===== config.mk =====
export PLATFORM = sky130hd
export DESIGN_NAME = multi_port_ram_arb
export DESIGN_NICKNAME = d
export VERILOG_FILES = /design/src/rtl/multi_port_ram_arb.sv
export SDC_FILE = /design/constraint.sdc
export NUM_CORES = 1
export LEC_CHECK = 0
export ABC_CLOCK_PERIOD_IN_PS = 1800
export CORE_ASPECT_RATIO = 0.5
export CORE_MARGIN = 5
export CORE_UTILIZATION = 35
export DETAILED_ROUTE_END_ITERATION = 7
export PLACE_DENSITY = 0.62
export REMOVE_ABC_BUFFERS = 1
export SYNTH_ARGS = -nofsm -noshare
export SYNTH_HDL_FRONTEND = slang
export SYNTH_SLANG_ARGS = --single-unit

===== constraint.sdc =====
create_clock -name clk -period 1.8 [get_ports clk]
set_input_delay 0.36 -clock clk [delete_from_list [all_inputs] [get_ports clk]]
set_output_delay 0.36 -clock clk [all_outputs]
set_load 0.02 [all_outputs]

===== src/rtl/multi_port_ram_arb.sv =====
`default_nettype none
// ============================================================================
// Module   : multi_port_ram_arb
// Brief    : Multi-port synchronous RAM with byte-lane writes, lowest-port-wins
//            write arbitration, collision reporting and a post-reset clear engine.
// Revision : 1.0 - initial release
// ============================================================================
module multi_port_ram_arb #(
    parameter int DATA_WIDTH = 8,
    parameter int ADDR_WIDTH = 4,
    parameter int NUM_WR     = 4,
    parameter int NUM_RD     = 4,
    parameter int BYTE_W     = 8,
    parameter int RDW_MODE   = 0,
    parameter int RD_LAT     = 1
) (
    input  logic                                     clk,
    input  logic                                     rst,
    input  logic [NUM_WR-1:0]                        we,
    input  logic [NUM_WR*ADDR_WIDTH-1:0]             waddr,
    input  logic [NUM_WR*DATA_WIDTH-1:0]             wdata,
    input  logic [NUM_WR*(DATA_WIDTH/BYTE_W)-1:0]    wbe,
    input  logic [NUM_RD-1:0]                        re,
    input  logic [NUM_RD*ADDR_WIDTH-1:0]             raddr,
    output logic [NUM_RD*DATA_WIDTH-1:0]             rdata,
    output logic [NUM_RD-1:0]                        rvalid,
    output logic                                     init_busy,
    output logic                                     wr_collision,
    output logic [15:0]                              collision_cnt
);

    localparam int c_depth = 1 << ADDR_WIDTH;
    localparam int c_nb    = DATA_WIDTH / BYTE_W;
    localparam logic [ADDR_WIDTH-1:0] c_last = ADDR_WIDTH'(c_depth - 1);

    typedef enum logic [0:0] {
        ST_INIT = 1'b0,
        ST_RUN  = 1'b1
    } state_t;

    state_t                          r_state;
    state_t                          w_state_nxt;
    logic [ADDR_WIDTH-1:0]           r_init_cnt;
    logic [DATA_WIDTH-1:0]           r_mem     [c_depth];
    logic [DATA_WIDTH-1:0]           w_mem_nxt [c_depth];
    logic                            w_run;
    logic                            w_coll;
    logic [NUM_RD*DATA_WIDTH-1:0]    w_rd_word;
    logic [NUM_RD*DATA_WIDTH-1:0]    r_rdata1;
    logic [NUM_RD-1:0]               r_rvalid1;
    logic                            r_wr_collision;
    logic [15:0]                     r_collision_cnt;

    assign w_run     = (r_state == ST_RUN);
    assign init_busy = (r_state == ST_INIT);

    always_ff @(posedge clk or posedge rst) begin
        if (rst) begin
            r_state    <= ST_INIT;
            r_init_cnt <= '0;
        end else begin
            r_state <= w_state_nxt;
            if (r_state == ST_INIT) begin
                r_init_cnt <= r_init_cnt + 1'b1;
            end
        end
    end

    always_comb begin
        w_state_nxt = r_state;
        if (r_state == ST_INIT && r_init_cnt == c_last) begin
            w_state_nxt = ST_RUN;
        end
    end

    // Ports are applied highest index first so the lowest enabled port owns each lane.
    always_comb begin
        w_mem_nxt = r_mem;
        if (!w_run) begin
            w_mem_nxt[r_init_cnt] = '0;
        end else begin
            for (int p = NUM_WR - 1; p >= 0; p--) begin
                if (we[p]) begin
                    for (int b = 0; b < c_nb; b++) begin
                        if (wbe[p*c_nb + b]) begin
                            w_mem_nxt[waddr[p*ADDR_WIDTH +: ADDR_WIDTH]][b*BYTE_W +: BYTE_W] =
                                wdata[p*DATA_WIDTH + b*BYTE_W +: BYTE_W];
                        end
                    end
                end
            end
        end
    end

    always_ff @(posedge clk) begin
        r_mem <= w_mem_nxt;
    end

    always_comb begin
        w_coll = 1'b0;
        for (int i = 0; i < NUM_WR; i++) begin
            for (int j = i + 1; j < NUM_WR; j++) begin
                if (we[i] && we[j] &&
                    waddr[i*ADDR_WIDTH +: ADDR_WIDTH] == waddr[j*ADDR_WIDTH +: ADDR_WIDTH] &&
                    |(wbe[i*c_nb +: c_nb] & wbe[j*c_nb +: c_nb])) begin
                    w_coll = 1'b1;
                end
            end
        end
    end

    // New-data mode reads the merged next-state word, giving write-through bypass.
    always_comb begin
        w_rd_word = '0;
        for (int j = 0; j < NUM_RD; j++) begin
            if (RDW_MODE != 0) begin
                w_rd_word[j*DATA_WIDTH +: DATA_WIDTH] = w_mem_nxt[raddr[j*ADDR_WIDTH +: ADDR_WIDTH]];
            end else begin
                w_rd_word[j*DATA_WIDTH +: DATA_WIDTH] = r_mem[raddr[j*ADDR_WIDTH +: ADDR_WIDTH]];
            end
        end
    end

    always_ff @(posedge clk or posedge rst) begin
        if (rst) begin
            r_wr_collision  <= 1'b0;
            r_collision_cnt <= '0;
            r_rdata1        <= '0;
            r_rvalid1       <= '0;
        end else begin
            r_wr_collision <= w_coll && w_run;
            if (w_coll && w_run && r_collision_cnt != 16'hFFFF) begin
                r_collision_cnt <= r_collision_cnt + 16'd1;
            end
            for (int j = 0; j < NUM_RD; j++) begin
                r_rvalid1[j] <= re[j] && w_run;
                if (re[j] && w_run) begin
                    r_rdata1[j*DATA_WIDTH +: DATA_WIDTH] <= w_rd_word[j*DATA_WIDTH +: DATA_WIDTH];
                end
            end
        end
    end

    assign wr_collision  = r_wr_collision;
    assign collision_cnt = r_collision_cnt;

    generate
        if (RD_LAT == 2) begin : g_lat2
            logic [NUM_RD*DATA_WIDTH-1:0] r_rdata2;
            logic [NUM_RD-1:0]            r_rvalid2;

            always_ff @(posedge clk or posedge rst) begin
                if (rst) begin
                    r_rdata2  <= '0;
                    r_rvalid2 <= '0;
                end else begin
                    r_rvalid2 <= r_rvalid1;
                    for (int j = 0; j < NUM_RD; j++) begin
                        if (r_rvalid1[j]) begin
                            r_rdata2[j*DATA_WIDTH +: DATA_WIDTH] <= r_rdata1[j*DATA_WIDTH +: DATA_WIDTH];
                        end
                    end
                end
            end

            assign rdata  = r_rdata2;
            assign rvalid = r_rvalid2;
        end else begin : g_lat1
            assign rdata  = r_rdata1;
            assign rvalid = r_rvalid1;
        end
    endgenerate

endmodule
`default_nettype wire


**After elaboration in Yosys (flattened, before gate mapping)**

Index checks and enable logic that the tools add are counted.

- Bitwise logic cells: 18
- Muxes and demuxes: 44
- Equality and inequality tests: 8
- $add $sub $neg: 2
- Order comparisons: 14
- Reduce and logical (&&, ||, !) cells: 30

Operator list:

| kind | count |
|---|---|
| two-way mux 128 bit | 12 |
| bitwise mux 128 bit | 4 |
| demux 8 bit (select 4 bit) | 5 |
| bitwise AND 128 bit | 1 |
| binary-select mux 8 bit (select 4 bit) | 4 |
| NOT 128 bit | 1 |
| two-way mux 8 bit | 13 |
| >= comparator 5 bit (second input constant) | 9 |
| NOT 4 -> 5 bit | 9 |
| logical AND 1 bit | 30 |
| less-than comparator 5 x 1 -> 1 bit (second input constant) | 5 |
| equality test 4 bit | 6 |
| adder 16 x 1 -> 16 bit (second input constant) | 1 |
| != test 16 bit (second input constant) | 1 |
| bitwise AND 1 bit | 6 |
| two-way mux 1 bit | 6 |
| adder 4 x 1 -> 4 bit (second input constant) | 1 |
| equality test 4 bit (second input constant) | 1 |
| NOT 1 bit | 1 |

- Output and inout bits: 54
- Bits of input ports: 78
- Register bits after elaboration: 186

**Depth between registers and ports, before layout**

Gate-level depths: netlist of run 1.

- Depth in word-level cells: 21
- Gate-level depth with buffers: 9
- Gate-level depth less buffers: 7

**Worst setup path after synthesis of run 1**

OpenSTA, ideal clock, no wires.

- Kind: in2reg
- From: input port raddr[5]
- To: register r_rdata1[13], in the netlist rdata[13]
- Path slack: -256 ps
- Stages on the path: 5
- Arrival time: 1932 ps
- Setup time: 125 ps
- Buffers on the path: 2
- Cell sequence: clkbuf_1 -> buf_1 -> mux4_2 -> mux4_2 -> mux2_2

- Longest elaborated chain between the ends: 4

RTL lines:

| what | RTL line | text |
|---|---|---|
| start, declared | 24 | `input logic [NUM_RD*ADDR_WIDTH-1:0] raddr,` |
| NOT 4 -> 5 bit (implied by the code) | 119 | `w_rd_word[j*DATA_WIDTH +: DATA_WIDTH] = r_mem[raddr[j*ADDR_WIDTH +: ADDR_WIDTH]];` |
| binary-select mux 8 bit (select 4 bit) | 119 |  |
| two-way mux 8 bit (implied by the code) (2 in series) | 119 |  |
| end signal, assigned by index | 138 | `r_rdata1[j*DATA_WIDTH +: DATA_WIDTH] <= w_rd_word[j*DATA_WIDTH +: DATA_WIDTH];` |
| end, declared | 49 | `logic [NUM_RD*DATA_WIDTH-1:0] r_rdata1;` |

No other way between the ends. The select of a mux whose other input is x is not followed.
A chain may end at the register's enable or synchronous reset.

**Worst setup path after layout of run 1**

- From: register r_mem[103] in the netlist's numbering
- To: register r_rdata1[7], in the netlist rdata[7]

- Longest elaborated chain between the ends: 3

RTL lines:

| what | RTL line | text |
|---|---|---|
| start, declared | 44 | `logic [DATA_WIDTH-1:0] r_mem [c_depth];` |
| start signal, assigned | 96 | `r_mem <= w_mem_nxt;` |
| binary-select mux 8 bit (select 4 bit) | 119 |  |
| two-way mux 8 bit (implied by the code) (2 in series) | 119 |  |

No other way between the ends. The select of a mux whose other input is x is not followed.

==> results, run 1 <==
- The run finished, with violations left.
- The checks that failed: negative setup slack.
- Global routing used 30.0% of the available tracks.
- Based on the critical path, the design can be clocked at up to 528 MHz.
- The required arrival time at the worst endpoint is around 2.2 ns.
- Counting every sink on the clock net gives roughly 190.
- The count of flip-flops with a built-in enable after synthesis is 0.
- The routed wire length per instance is just under 30 um.
- The total wirelength of the detailed-routed design is between 70 and 80 mm.
- For this run, the number of Yosys warnings is 0.
- For the pin with the worst max-slew slack, the measured transition is around 0.84 ns.
- The final max-slew violation count is 0.
- The total clock buffers created by CTS is 17.
- OpenSTA, run right after detailed placement, puts the worst setup slack at -0.803 ns.
- Clock skew on the completed layout was measured at between 0.015 and 0.02 ns.
- The count of cell types in the netlist is between 50 and 60.
- The top cell types in the final layout, fill and taps aside, are buf_4 (302), a21oi_1 (181), mux4_2 (142).
- The estimated wirelength of the detail-placed design is about 57 mm.
- In this run the critical register-to-register path is launched from r_mem[103].
- The clock insertion delay at the later pin of the skew report is ~0.47 ns.
- The post-route DRC violation count is 0.
- In this run the tool buffered the top-level ports with between 100 and 150 buffer cells.
- The final critical path takes up 105% of the cycle.
- The global routing's busiest layer is met2.
- Relative to the synthesized area, the layout overhead comes to 38.4%.
- The total placed instance area is 21400 um2.
- Setup repair after global routing could not meet its margin everywhere.
- The die extent in y is between 150 and 200 um.
- The count of routing violations after the opening detailed-route iteration is 2829.
- The CTS tree is yes.
- The end of the worst register-to-register path is rdata[7].
- The floorplan has 55 rows.
- The commonest non-fill, non-tap cell in the layout is buf_4.
- STA classifies the critical path endpoint as a register.
- After technology mapping, the gate count stands at 1647.
- The total of hold buffers inserted after clock tree synthesis is 0.
- The cell type of the slowest stage on the worst timing path is mux4_4.
- The power density over cell area is 942 nW/um2.
- Entering global routing, the biggest net connects between 50 and 60 pins.
- The floorplan step set the die width to 314 um.
- The area of the die is around 50000 um2.
- The combined area of all synthesized cells is 16100 um2.
- Setup violations remaining at the end of the flow were counted as 23.
- The clock tree buffer depth is 2.
- The net count of the finished layout is around 2.1k.
- Dividing the synthesized area by the synthesized cell count gives a little under 10 um2.
- The weighted congestion reported at the end of routability-driven placement is roughly 1.0.
- The length in cells of the worst reg-to-reg path is 3.
- Headroom to the max-slew limit came out at a little over two fifths.
- The register bit count reported by yosys is about 190.
- Global routing consumed, on the met2 layer, 42.6% of the routing resources.
- Power comes to ~21 mW.
- The initial utilization of the core area, before any placement, comes to a little over a third.
- On the worst path, the slowest cell contributes a delay of about 0.6 ns.
- Clock-pin slew was measured on the worst setup and hold paths at 0.08 ns.
- STA classifies the critical path startpoint as a register.
- The I/O pin total is approximately 130.
- The area of all placed cells without fillers is about 22000 um2.
- The maximum fanout along the worst path is 5.
- The most used flip-flop cell after synthesis is dfxtp_1.
- The kind of path behind the tightest hold check is input port to asynchronous set/reset pin.
- The number of nets with antenna violations after detailed routing is 0.
- Walking the worst path, the cells encountered are mux4_4 -> mux4_2 -> mux2_4.
- In this run the standard cell core region covers ~45000 um2.
- The endpoint arrival time on the critical path is ~2.2 ns.
- Hold is met by about 0.28 ns.
- The via count of the first global-routing pass came to between 15k and 20k.
- In this run the static leakage power is slightly above 9 nW.
- The share of flip-flops with an asynchronous set or reset after synthesis is between 30% and 40%.
- The count of final hold-check violations is 0.
- The number of violations of the max-capacitance limit is 0.
- The number of antenna violations at the first check in global routing is 1.
- The number of H-tree levels is 4.
- Sequential cells were found to cover about a quarter of the synthesized design area.
- The number of iterations in the first detailed-routing pass is 5.
- The worst register-to-register path has a setup slack of -0.09 ns.
- The sum of overflow across all layers after global routing is 0.
- The worst supply voltage drop on vdd is between 0.0007 and 0.0008 V.
- The cell sitting at the root of the clock tree is a clkbuf_16.
- The type of the setup path with the least slack is register to register.
- Global routing consumed, on the met1 layer, around 41% of the routing resources.
- The first-pass GRT wire length is 113 mm.
- The minimum clock period is between 1.5 and 2 ns.
- The fraction of layout instances using a drive strength above 1 is 37.8%.
- Across all setup checks in the final design, the least slack found is -0.0946 ns.
- For this run, global-route usage on met3 was measured as 11.9%.
- In the routed layout, each cell is associated on average with a via count of around 6.6.
- The total via count in the routed design is approximately 18k.
-- power by group --
group	internal, mW	leakage (nW)	switching (mW)
clock network	2.04	0.273	1.93
registers	5.62	1.82	2.57
logic	5.18	6.99	3.68
-- worst max-delay path, delay by kind of cell, from the launching register on --
kind,cells,cell delay [ns]
flops,1,0.39
mux,3,1.39
-- Yosys cell counts (31+ instances only) --
cell type  count  area share, %
mux4_2       107             15
a211oi_1      97            4.5
a22oi_1       62            2.9
nand2_1      127            3.0
clkbuf_1      88            2.0
dfxtp_1      128             16
o21ai_0      116            3.6
dfrtp_1       58            9.0
o22ai_1       68            2.6
nor3_1        31           0.96
nor2_1        53            1.2
mux2_2        33            2.3
mux2i_1      116            7.2
a21oi_1      182            5.6
mux4_1        49            8.0
nand3_1       35            1.1
-- layout make-up --
class	count	area, um2
flip-flops and latches	186	4190
diodes	1	2.50
clock inverters	9	86.3
well taps	598	748
fillers	4098	23000
inverters	10	38.8
clock buffers	23	479
repair buffers	531	5320
multi-input cells	1299	11500
-- state kept, by name, indices dropped and copies added (netlist names) --
signal / count
r_mem: 128
r_state: 1
rvalid: 4
collision_cnt: 16
wr_collision: 1
rdata: 32
r_init_cnt: 4
-- kinds of logic (layout without fill, tap and decap cells) --
logic type	Yosys count	after routing	synth area share, %
other	0	1	0
multiplexers	310	310	33.1
XOR/XNOR	42	42	2.28
flip-flops	186	186	24.9
adder cells (fa/ha/maj)	5	5	0.388
AND/OR/NAND/NOR	328	328	10.1
buffers and inverters	162	573	5.20
AO/OA/AOI/OAI	614	614	24.0
-- routing by layer --
metal | vias up | part of all wire (%)
met5 | - | 0.014
met4 | 2 | 4.4
met3 | 250 | 17
met2 | 1407 | 41
met1 | 8538 | 38
li1 | 7398 | -
-- metrics by stage --
stage / instances / TNS, ns / utilization, %
3_5_place_dp: 2612 / -110.32 / 47.1
3_3_place_gp: 2612 / -108.91 / 47.1
6_report: 2657 / -0.885 / 49.2
4_1_cts: 2654 / -0.354 / 49.0
5_1_grt: 2656 / -0.807 / 49.2
2_1_floorplan: 1495 / -306.31 / -
-- how the worst max path moves through the flow --
stage,startpoint,cells past startpoint,slack [ns],end
detailed placement,waddr[11],9,-0.80,collision_cnt[14]
global placement,we[1],9,-0.80,collision_cnt[14]
global route,r_mem[71],3,-0.1,rdata[23]
floorplan,r_state,3,-2.51,r_mem[71]
CTS,r_mem[103],3,-0.07,rdata[7]
finish,r_mem[103],3,-0.09,rdata[7]
-- what timing repair did --
| item | 4_1_cts | 5_1_grt |
|---|---|---|
| pin swaps | 24 | 24 |
| buffers inserted | 9 | 2 |
| gates resized for setup | 264 | 82 |
| gates cloned | 2 | 0 |
| setup endpoints to repair | 219 | 112 |
Note: power is estimated with default switching activity, not from simulation.
==> inputs of run 2 (changes only) <==
--- a/config.mk
+++ b/config.mk
@@ -10,6 +10,7 @@
 export CORE_MARGIN = 5
 export CORE_UTILIZATION = 35
 export DETAILED_ROUTE_END_ITERATION = 7
+export GPL_ROUTABILITY_DRIVEN = 0
 export PLACE_DENSITY = 0.62
 export REMOVE_ABC_BUFFERS = 1
 export SYNTH_ARGS = -nofsm -noshare
==> run 2 against run 1 <==
Net effect: the run still ends with negative setup slack left; final cell count is 0.90% higher; maximum frequency hardly changed; worst hold slack lost 0.086 ns; sequential power is essentially flat; sequential cell count unchanged; register-to-register slack is essentially flat; routed wire length up 1.1%; power is 1.3% higher; via count increased by 2.2%; clock-buffer cell count is 4 lower; global-route usage shrank 0.37 points; utilization is 1.2 points higher; critical endpoint is now rdata[23]; highest routed layer unchanged.
==> results, run 2 (synthesis gave the netlist of run 1 again) <==
- The via count of the first global-routing pass is 17.0k (was 16.6k).
- The worst setup slack after placement is -0.834 ns (was -0.803 ns).
- The relative area change from synthesis to final layout is 41.6% (was 38.4%).
- Violated checks: negative setup slack (unchanged).
- The total via count in the routed design came to 18.0k (was 17.6k).
- Commonest non-fill, non-tap cells in the layout: buf_4 (312), a21oi_1 (181), mux4_2 (142) (was buf_4 (302), a21oi_1 (181), mux4_2 (142)).
- The register with the highest flop count is r_mem (unchanged).
- The number of violations of the max-capacitance limit is 0 (unchanged).
- Unrepaired setup endpoints after global routing: yes (unchanged).
- The count of final hold-check violations is 0 (unchanged).
- The slack of the critical path is -0.0956 ns (was -0.0946 ns).
- The estimated wirelength of the detail-placed design was 56.6 mm (was 57.0 mm).
- The number of iterations in the first detailed-routing pass is 8 (was 5).
- The number of standard-cell rows in the floorplan is 55 (unchanged).
- The final core utilization is 50.4% (was 49.2%).
- The die extent in y is 162 um (unchanged).
- The CTS tree is yes (unchanged).
- The total wirelength of the detailed-routed design came to 79.6 mm (was 78.8 mm).
- The maximum fanout along the worst path is 5 (unchanged).
- The worst supply voltage drop on vdd is 0.000799 V (was 0.000709 V).
- The minimum clock period is 1.90 ns (was 1.89 ns).
- The power density over cell area came to 932 nW/um2 (was 942 nW/um2).
- The sort of element at the start of the critical path is a register (unchanged).
- The endpoint arrival time on the critical path was 2.24 ns (about the same).
- The max-slew headroom at the worst pin is 45.1% (was 43.9%).
- The fraction of layout instances using a drive strength above 1 is 40.4% (was 37.8%).
- The number of nets with antenna violations after detailed routing is 0 (unchanged).
- The flip-flop count of the largest register after layout is 128 (unchanged).
- The clock root buffer master is clkbuf_16 (unchanged).
- The total of hold buffers inserted after clock tree synthesis was 0 (unchanged).
- The kind of path behind the tightest hold check is input port to asynchronous set/reset pin (unchanged).
- The required arrival time at the worst endpoint is 2.14 ns (was 2.15 ns).
- The count of routing violations after the opening detailed-route iteration is 3061 (was 2829).
- The total clock buffers created by CTS was 17 (unchanged).
- The total power of the final layout came to 21.3 mW (was 21.0 mW).
- The average via count per standard cell was 6.71 (was 6.62).
- The routed wire length per instance is 29.7 um (was 29.6 um).
- The sort of element at the end of the critical path is a register (unchanged).
- The commonest non-fill, non-tap cell in the layout is buf_4 (unchanged).
- The final setup violation count came to 28 (was 23).
- The static leakage was 9.31 nW (was 9.09 nW).
- The worst clock skew is 0.0143 ns (was 0.0191 ns).
- The highest attainable clock frequency came to 528 MHz (about the same).
- The pin count of the biggest net entering global routing is 50 (was 59).
- The number of antenna violations at the first check in global routing is 3 (was 1).
- The area of the die is 50700 um2 (unchanged).
- The first-pass GRT wire length came to 113 mm (about the same).
- The type of the setup path with the least slack is register to register (unchanged).
- The final max-slew violation count is 0 (unchanged).
- The placeable core area came to 45300 um2 (unchanged).
- The post-route DRC violation count was 0 (unchanged).
- The clock transition time at the flip-flop clock pins of the worst setup and hold paths is 0.08 ns (about the same).
- The clock sink count is 186 (unchanged).
- The I/O pin total is 132 (unchanged).
- The horizontal die dimension is 314 um (unchanged).
- The antenna diode count is 0 (was 1).
- The starting utilization of the core area was 35.6% (unchanged).
- The global routing usage summed across all routing layers is 29.6% (was 30.0%).
- The sum of overflow across all layers after global routing came to 0 (unchanged).
- The clock insertion delay at the later pin of the skew report was 0.47 ns (about the same).
- The portion of the clock cycle consumed by the worst path in the final layout is 105% (about the same).
- The clock tree buffer depth is 2 (unchanged).
- The total number of nets in the final design was 2153 (was 2128).
- The number of buffers inserted by port buffering is 131 (unchanged).
- The pin slew with the least headroom to its limit is 0.824 ns (was 0.841 ns).
- The number of H-tree levels was 4 (unchanged).
- Run status: complete, but fails checks (unchanged).
## run 2: power by group
part,internal (mW),switching (mW),total [mW]
combinational,5.32,3.83,9.14
sequential,5.65,2.56,8.21
clock,1.99,1.96,3.95
total,12.9,8.35,21.3
## run 2: per-stage QoR
step | cell area, um2 | hold slack [ns] | std cells | TNS, ns
3_5_place_dp | 21500 | 0.493 | 2628 | -107.94
3_3_place_gp | 21500 | 0.487 | 2628 | -105.54
5_1_grt | 22900 | 0.216 | 2681 | -1.77
6_report | 22900 | 0.192 | 2681 | -1.05
2_1_floorplan | 15300 | 0.461 | 1495 | -306.31
4_1_cts | 22400 | 0.198 | 2664 | -0.516
## run 2: final cells by class
class | instances | area [um2]
fillers | 4037 | 22500
multi-input cells | 1299 | 11600
repair buffers | 556 | 5650
flip-flops and latches | 186 | 4210
well taps | 598 | 748
clock buffers | 19 | 443
clock inverters | 13 | 134
inverters | 10 | 56.3
## run 2: path summary, 6_finish.rpt
| check | startpoint | to | slack, ns | cells after the start |
|---|---|---|---|---|
| hold / removal | rst | collision_cnt[15] | 0.19 | 2 |
| setup / recovery | r_mem[71] | rdata[23] | -0.1 | 3 |
| min in group clk | rdata[29] | rdata[29] | 0.51 | 1 |
| max in group asynchronous | rst | rdata[28] | 1.14 | 3 |
| hold reg to reg | rdata[29] | rdata[29] | 0.51 | 1 |
| setup reg to reg | r_mem[71] | rdata[23] | -0.1 | 3 |
## run 2: per-layer routing
metal | wire (um) | up-vias | part of all wire [%] | global-route usage (%)
met4 | 4080 | 4 | 5.1 | 12.5
met3 | 13600 | 310 | 17 | 12.8
met2 | 32600 | 1504 | 41 | 42.6
met1 | 29300 | 8699 | 37 | 39.1
met5 | 23 | - | 0.029 | 0
li1 | - | 7464 | - | -
## run 2: worst max-delay path, cell delays in order (launching register included)
cell and delay [ns]:
dfxtp_4 0.39, mux4_4 0.65, mux4_2 0.47, mux2_4 0.27
## run 2: what timing repair did
action	in CTS	in global routing
pin swaps	14	17
gates cloned	1	5
setup endpoints to repair	214	101
setup buffers	4	12
resized for setup	261	150
